`src/rtl/urv_imem_line_responder_pkg.sv`:
```
// Shared types and field-width helpers for the uRV instruction line responder.
package urv_imem_line_responder_pkg;

    typedef enum logic {
        StIdle = 1'b0,
        StFill = 1'b1
    } imem_state_e;

    function automatic int unsigned word_bits(input int unsigned line_words);
        return $clog2(line_words);
    endfunction

    // Tag covers everything above the word index and the ignored byte offset.
    function automatic int unsigned tag_bits(input int unsigned addr_width,
                                             input int unsigned line_words);
        return addr_width - 2 - $clog2(line_words);
    endfunction

endpackage

```
`src/rtl/urv_imem_line_responder_if.sv`:
```
// Fetch-side and Wishbone-side signals of the instruction line responder.
interface urv_imem_line_responder_if #(
    parameter int unsigned ADDR_WIDTH = 32
);
    logic [ADDR_WIDTH-1:0] im_addr_i;
    logic [31:0]           im_data_o;
    logic                  im_valid_o;
    logic                  inv_i;
    logic                  wb_cyc_o;
    logic                  wb_stb_o;
    logic [ADDR_WIDTH-1:0] wb_adr_o;
    logic                  wb_stall_i;
    logic                  wb_ack_i;
    logic [31:0]           wb_dat_i;

    modport slave (
        input  im_addr_i, inv_i, wb_stall_i, wb_ack_i, wb_dat_i,
        output im_data_o, im_valid_o, wb_cyc_o, wb_stb_o, wb_adr_o
    );

    modport master (
        output im_addr_i, inv_i, wb_stall_i, wb_ack_i, wb_dat_i,
        input  im_data_o, im_valid_o, wb_cyc_o, wb_stb_o, wb_adr_o
    );
endinterface

```
`src/rtl/urv_imem_line_responder_line_buf.sv`:
```
// Single instruction line: word storage, tag, valid flag and combinational hit compare.
module urv_imem_line_responder_line_buf #(
    parameter int unsigned LINE_WORDS = 4,
    parameter int unsigned WORD_BITS  = 2,
    parameter int unsigned TAG_BITS   = 28
) (
    input  logic                 clk_i,
    input  logic                 rst_i,
    input  logic [TAG_BITS-1:0]  lookup_tag,
    input  logic [WORD_BITS-1:0] rd_idx,
    output logic                 hit,
    output logic [31:0]          rd_data,
    input  logic                 wr_en,
    input  logic [WORD_BITS-1:0] wr_idx,
    input  logic [31:0]          wr_data,
    input  logic                 clr,
    input  logic                 commit,
    input  logic [TAG_BITS-1:0]  commit_tag,
    input  logic                 commit_valid
);
    logic [31:0]         words_q [LINE_WORDS];
    logic [TAG_BITS-1:0] tag_q;
    logic                valid_q;

    always_ff @(posedge clk_i) begin
        if (wr_en && !rst_i) begin
            words_q[wr_idx] <= wr_data;
        end
    end

    always_ff @(posedge clk_i) begin
        if (rst_i) begin
            tag_q   <= '0;
            valid_q <= 1'b0;
        end else if (commit) begin
            tag_q   <= commit_tag;
            valid_q <= commit_valid;
        end else if (clr) begin
            valid_q <= 1'b0;
        end
    end

    assign hit     = valid_q && (tag_q == lookup_tag);
    assign rd_data = words_q[rd_idx];

endmodule

```
`src/rtl/urv_imem_line_responder.sv`:
```
// Responder end of the uRV instruction-fetch port: serves hits from one line buffer and
// refills it over a pipelined Wishbone read-only master on a miss.
module urv_imem_line_responder
    import urv_imem_line_responder_pkg::*;
#(
    parameter int unsigned LINE_WORDS = 4,
    parameter int unsigned ADDR_WIDTH = 32
) (
    input logic clk_i,
    input logic rst_i,
    urv_imem_line_responder_if.slave bus
);
    localparam int unsigned WordBits = word_bits(LINE_WORDS);
    localparam int unsigned TagBits  = tag_bits(ADDR_WIDTH, LINE_WORDS);
    localparam logic [WordBits-1:0] LastWord = WordBits'(LINE_WORDS - 1);

    imem_state_e state_q, state_d;

    logic [TagBits-1:0]    addr_tag, miss_tag_q;
    logic [WordBits-1:0]   addr_word, issue_cnt_q, ack_cnt_q;
    logic [ADDR_WIDTH-1:0] adr_q;
    logic [31:0]           im_data_q, line_rd_data;
    logic                  im_valid_q, cyc_q, stb_q, inv_seen_q;
    logic                  tag_hit, hit, start_fill, accept, ack, fill_done;
    logic                  unused_addr_bits;

    assign addr_tag         = bus.im_addr_i[ADDR_WIDTH-1 -: TagBits];
    assign addr_word        = bus.im_addr_i[2 +: WordBits];
    assign unused_addr_bits = ^bus.im_addr_i[1:0];

    urv_imem_line_responder_line_buf #(
        .LINE_WORDS(LINE_WORDS),
        .WORD_BITS (WordBits),
        .TAG_BITS  (TagBits)
    ) u_line_buf (
        .clk_i       (clk_i),
        .rst_i       (rst_i),
        .lookup_tag  (addr_tag),
        .rd_idx      (addr_word),
        .hit         (tag_hit),
        .rd_data     (line_rd_data),
        .wr_en       (ack),
        .wr_idx      (ack_cnt_q),
        .wr_data     (bus.wb_dat_i),
        .clr         (start_fill),
        .commit      (fill_done),
        .commit_tag  (miss_tag_q),
        .commit_valid(!(inv_seen_q || bus.inv_i))
    );

    always_ff @(posedge clk_i) begin
        if (rst_i) begin
            state_q <= StIdle;
        end else begin
            state_q <= state_d;
        end
    end

    always_comb begin
        state_d = state_q;
        unique case (state_q)
            StIdle: if (start_fill) state_d = StFill;
            StFill: if (fill_done) state_d = StIdle;
        endcase
    end

    // An invalidate in the lookup cycle forces a miss even on a tag match.
    always_comb begin
        hit        = 1'b0;
        start_fill = 1'b0;
        accept     = 1'b0;
        ack        = 1'b0;
        unique case (state_q)
            StIdle: begin
                hit        = tag_hit && !bus.inv_i;
                start_fill = !hit;
            end
            StFill: begin
                accept = stb_q && !bus.wb_stall_i;
                ack    = cyc_q && bus.wb_ack_i;
            end
        endcase
    end

    assign fill_done = ack && (ack_cnt_q == LastWord);

    always_ff @(posedge clk_i) begin
        if (rst_i) begin
            im_valid_q  <= 1'b0;
            im_data_q   <= '0;
            cyc_q       <= 1'b0;
            stb_q       <= 1'b0;
            adr_q       <= '0;
            miss_tag_q  <= '0;
            issue_cnt_q <= '0;
            ack_cnt_q   <= '0;
            inv_seen_q  <= 1'b0;
        end else begin
            im_valid_q <= hit;
            if (hit) begin
                im_data_q <= line_rd_data;
            end
            if (start_fill) begin
                miss_tag_q  <= addr_tag;
                cyc_q       <= 1'b1;
                stb_q       <= 1'b1;
                adr_q       <= {addr_tag, {(WordBits + 2){1'b0}}};
                issue_cnt_q <= '0;
                ack_cnt_q   <= '0;
                inv_seen_q  <= 1'b0;
            end else begin
                if (accept) begin
                    adr_q       <= adr_q + ADDR_WIDTH'(4);
                    issue_cnt_q <= issue_cnt_q + WordBits'(1);
                    if (issue_cnt_q == LastWord) begin
                        stb_q <= 1'b0;
                    end
                end
                if (ack) begin
                    ack_cnt_q <= ack_cnt_q + WordBits'(1);
                end
                if (state_q == StFill && bus.inv_i) begin
                    inv_seen_q <= 1'b1;
                end
                if (fill_done) begin
                    cyc_q <= 1'b0;
                end
            end
        end
    end

    assign bus.im_valid_o = im_valid_q;
    assign bus.im_data_o  = im_data_q;
    assign bus.wb_cyc_o   = cyc_q;
    assign bus.wb_stb_o   = stb_q;
    assign bus.wb_adr_o   = adr_q;

endmodule
```
`src/flat_wrapper.sv`:
```
// flat-port wrapper written by rule: the top's interface ports become plain ports
module urv_imem_line_responder_flat import urv_imem_line_responder_pkg::*;
#(
    parameter int unsigned LINE_WORDS = 4,
    parameter int unsigned ADDR_WIDTH = 32
)
  (clk_i, rst_i, bus_im_addr_i, bus_inv_i, bus_wb_stall_i, bus_wb_ack_i, bus_wb_dat_i, bus_im_data_o, bus_im_valid_o, bus_wb_cyc_o, bus_wb_stb_o, bus_wb_adr_o);
  urv_imem_line_responder_if #(.ADDR_WIDTH(ADDR_WIDTH)) bus_i ();
  input logic clk_i;
  input logic rst_i;
  input wire logic [$bits(bus_i.im_addr_i)-1:0] bus_im_addr_i;
  input wire logic [$bits(bus_i.inv_i)-1:0] bus_inv_i;
  input wire logic [$bits(bus_i.wb_stall_i)-1:0] bus_wb_stall_i;
  input wire logic [$bits(bus_i.wb_ack_i)-1:0] bus_wb_ack_i;
  input wire logic [$bits(bus_i.wb_dat_i)-1:0] bus_wb_dat_i;
  output wire logic [$bits(bus_i.im_data_o)-1:0] bus_im_data_o;
  output wire logic [$bits(bus_i.im_valid_o)-1:0] bus_im_valid_o;
  output wire logic [$bits(bus_i.wb_cyc_o)-1:0] bus_wb_cyc_o;
  output wire logic [$bits(bus_i.wb_stb_o)-1:0] bus_wb_stb_o;
  output wire logic [$bits(bus_i.wb_adr_o)-1:0] bus_wb_adr_o;
  assign bus_i.im_addr_i = bus_im_addr_i;
  assign bus_i.inv_i = bus_inv_i;
  assign bus_i.wb_stall_i = bus_wb_stall_i;
  assign bus_i.wb_ack_i = bus_wb_ack_i;
  assign bus_i.wb_dat_i = bus_wb_dat_i;
  assign bus_im_data_o = bus_i.im_data_o;
  assign bus_im_valid_o = bus_i.im_valid_o;
  assign bus_wb_cyc_o = bus_i.wb_cyc_o;
  assign bus_wb_stb_o = bus_i.wb_stb_o;
  assign bus_wb_adr_o = bus_i.wb_adr_o;
  urv_imem_line_responder #(.LINE_WORDS(LINE_WORDS), .ADDR_WIDTH(ADDR_WIDTH)) u_core (.clk_i(clk_i), .rst_i(rst_i), .bus(bus_i));
endmodule
```
`config.mk`:
```
export PLATFORM = sky130hd
export DESIGN_NAME = urv_imem_line_responder_flat
export DESIGN_NICKNAME = d
export VERILOG_FILES = /design/src/rtl/urv_imem_line_responder_pkg.sv /design/src/rtl/urv_imem_line_responder_if.sv /design/src/rtl/urv_imem_line_responder_line_buf.sv /design/src/rtl/urv_imem_line_responder.sv /design/src/flat_wrapper.sv
export SDC_FILE = /design/constraint.sdc
export NUM_CORES = 1
export LEC_CHECK = 0
export BUFFER_PORTS_ARGS = -buffer_cell sky130_fd_sc_hd__buf_2
export CAP_MARGIN = 40
export CORE_UTILIZATION = 28
export CTS_BUF_LIST = sky130_fd_sc_hd__clkbuf_8
export DETAILED_ROUTE_END_ITERATION = 10
export PLACE_DENSITY = 0.54
export SLEW_MARGIN = 10
export SYNTH_ARGS = -nofsm -noshare
export SYNTH_HDL_FRONTEND = slang
export SYNTH_SLANG_ARGS = --single-unit
```
`constraint.sdc`:
```
create_clock -name clk_i -period 3.23 [get_ports clk_i]
set_input_delay 0 -clock clk_i [delete_from_list [all_inputs] [get_ports clk_i]]
set_output_delay 0 -clock clk_i [all_outputs]
set_load 0.05 [all_outputs]
```
==> results.py <==
metrics = {
    "routing": {
        "vias": 6956,
        "first_pass_iters": 5,
        "drc": 0,
        "postRouteAntennaNets": 0,
        "detail_route.wl_per_cell_microns": 16.7,
        "drt_wl_total_microns": 25200,
        "first_iter_violations": 362,
        "avgViaCountPerCell": 4.62,
    },
    "synth": {
        "synth_ff_type": "edfxtp_1",
        "yosys-top-cells-area": "edfxtp_1 (38%), dfxtp_1 (26%), mux4_2 (7.2%)",
        "netlist_area_sq_mm": 0.00999,
        "synth_edf_count": 128,
        "synth_area_per_cell_sq_um": 12.5,
        "syn_inst": 797,
        "ys_top_cells_by_count": "nand2_1 (137), dfxtp_1 (128), edfxtp_1 (128)",
        "ys_ff_latch": 256,
        "yosys_warnings": 0,
        "netlist.top_cell.by_area": "edfxtp_1",
        "synthDistinctLibCells": 45,
        "ys_async_sr_fraction_pct": 0,
        "synth.most_common_cell": "nand2_1",
        "seq_area_frac_synth_pct": 64.2,
        "synth_top_area_share_pct": 38.5,
    },
    "finish": {
        "final_util_pct": 36.6,
        "layoutNonFillerInstCount": 1506,
        "diodes": 0,
        "drive_gt1_share_pct": 24.9,
        "area_growth_pct": 27.7,
        "final_nets": 1093,
    },
    "grt": {
        "track_usage_pct": 13.8,
        "antenna_found_initial": 1,
        "top_usage_layer": "met2",
        "grtUsageMet3_pct": 4.03,
        "gr-total-overflow": 0,
        "grt.met2_usage_pct": 22.2,
        "grt_max_degree": 47,
        "grt_pass1_vias": 6969,
        "grt_use_met1_pct": 17.9,
        "grt_pass1_wl_microns": 38800,
    },
    "min_path": {
        "hold_class": "in -> reg",
    },
    "cts": {
        "cts.path.max_buffers": 3,
        "path_clk_slew_ps": 60,
        "clkSinkCount": 256,
        "clkLatencyLatePin_ps": 580,
        "cts_tree": "done",
        "cts_root_buf": "clkbuf_8",
        "h-tree-depth": 2,
        "numCtsBuffers": 45,
        "postCtsSetupBuffers": 0,
    },
    "floorplan": {
        "dieHeight_microns": 191,
        "coreArea_sq_mm": 0.0348,
        "die_w_microns": 191,
        "fp-row-count": 68,
        "die-area_sq_mm": 0.0364,
        "pin_count": 136,
        "start_util_pct": 28.7,
    },
    "sta": {
        "rsz0062_at_grt": "no",
        "worst_pin_slew_ps": 800,
        "period_share_pct": 93.7,
        "fin_skew_ps": 31.6,
        "hold_viol": 0,
        "finalSetupViolCount": 0,
        "timing.fmax_ghz": 0.330,
        "timing.slew.headroom_pct": 46.7,
        "setup_tns_ps": 0,
        "finalMaxSlewViolations": 0,
        "min_period_ps": 3030,
    },
    "placed_design": {
        "port_buffers": 131,
        "post-dp-hpwl_microns": 15800,
        "placed_cells": 1359,
        "gp_congestion": 0.785,
    },
    "worst_setup_path": {
        "cp_data_required_time_ps": 3670,
        "crit_fanout": 31,
        "criticalPathCategory": "reg -> reg",
        "endpoint_kind": "register",
        "rrSetupSlack_ps": 200,
        "worstPathArrival_ps": 3470,
        "cp-start-kind": "register",
    },
    "job": {
        "maxCapViolations": 0,
    },
    "pwr": {
        "power_density_mw_per_mm2": 533,
        "peakVddDrop_mv": 0.379,
        "p_leak_nw": 4.67,
        "finalPower_w": 0.00679,
    },
    "run_status": {
        "status": "finished, final reports clean",
    },
}
-- timing repair --
action	CTS	global route
resized for setup	0	0
hold buffers	67	0
endpoints found under the hold margin	200	0
setup endpoints to repair	0	0
-- cells by family after synthesis --
family          after synthesis  share of synthesized area [%]
compound gates              105                           5.94
other cells                   1                         0.0376
fa+ha+maj                     6                          0.752
buf+inv                      47                           2.23
xor+xnor                     40                           3.51
mux                          65                           10.5
flops                       256                           64.2
simple gates                277                           12.9
-- final timing paths --
kind                               from                          end  cells past startpoint
min                        bus_wb_ack_i          u_core.ack_cnt_q[0]                      4
min reg2reg       u_core.miss_tag_q[16]  u_core.u_line_buf.tag_q[16]                      2
max          u_core.u_line_buf.tag_q[6]        u_core.miss_tag_q[27]                      7
max reg2reg  u_core.u_line_buf.tag_q[6]        u_core.miss_tag_q[27]                      7
-- cell usage in the layout, fill, tap and decap left out, types with 3 or more instances in the layout --
cell,n
or2_2,5
buf_4,17
xnor2_1,10
dfxtp_1,128
a21oi_1,69
nand4_1,11
o211ai_1,3
nand2b_1,3
clkinv_2,6
clkbuf_8,52
or3_1,5
nor3_1,7
nor4_1,8
nand2_1,137
nor2_1,45
a31oi_1,25
dlygate4sd3_1,67
xor2_1,30
nand3_1,30
nor3b_2,3
buf_12,3
edfxtp_1,128
mux4_2,32
inv_1,21
and3_1,4
ha_1,6
buf_2,130
or2_0,5
mux2i_1,33
-- state kept, by name (all words and copies together) (netlist names), 2 cells and up --
register / cells
u_core.u_line_buf.words_q: 128
u_core.bus.im_data_o: 32
u_core.issue_cnt_q: 2
u_core.ack_cnt_q: 2
u_core.miss_tag_q: 28
u_core.u_line_buf.tag_q: 28
u_core.bus.wb_adr_o: 30
-- layer usage --
layer / wire, microns / up-vias
met5: 13 / -
met4: 439 / 2
met3: 1810 / 44
met2: 11500 / 193
met1: 11400 / 3369
li1: - / 3348
-- critical path, cell delays in order (launching register included) --
cell and delay [ps]:
dfxtp_1 320, xor2_1 160, nor3_1 470, nand4_1 480
o21ba_2 610, nand2_1 210, a21oi_1 80, dlygate4sd3_1 580
-- power by group --
group,internal (W),total [W],switching (W),leakage [nW]
logic,0.000188,0.000464,0.000276,1.97
clock network,0.00148,0.00283,0.00135,0.507
registers,0.00346,0.00350,0.0000426,2.19
-- per-stage QoR --
step / setup WS [ps] / hold slack, ps / cell area [sq um]
after floorplan: -667 / 98.9 / 9990
after global placement: 703 / 215 / 11200
after detailed placement: 638 / 216 / 11200
after CTS: 234 / 6.35 / 12700
after global routing: 4.43 / 67.5 / 12700
final: 204 / 31.2 / 12700
-- final cells by class --
type	instances	area, sq um
repair buffers	217	1510
fillers	3403	22000
clock inverters	28	145
flip-flops and latches	256	6410
well taps	455	569
clock buffers	52	716
inverters	3	11.3
multi-input cells	495	3390
No activity file was read; power rests on OpenSTA's default activity.
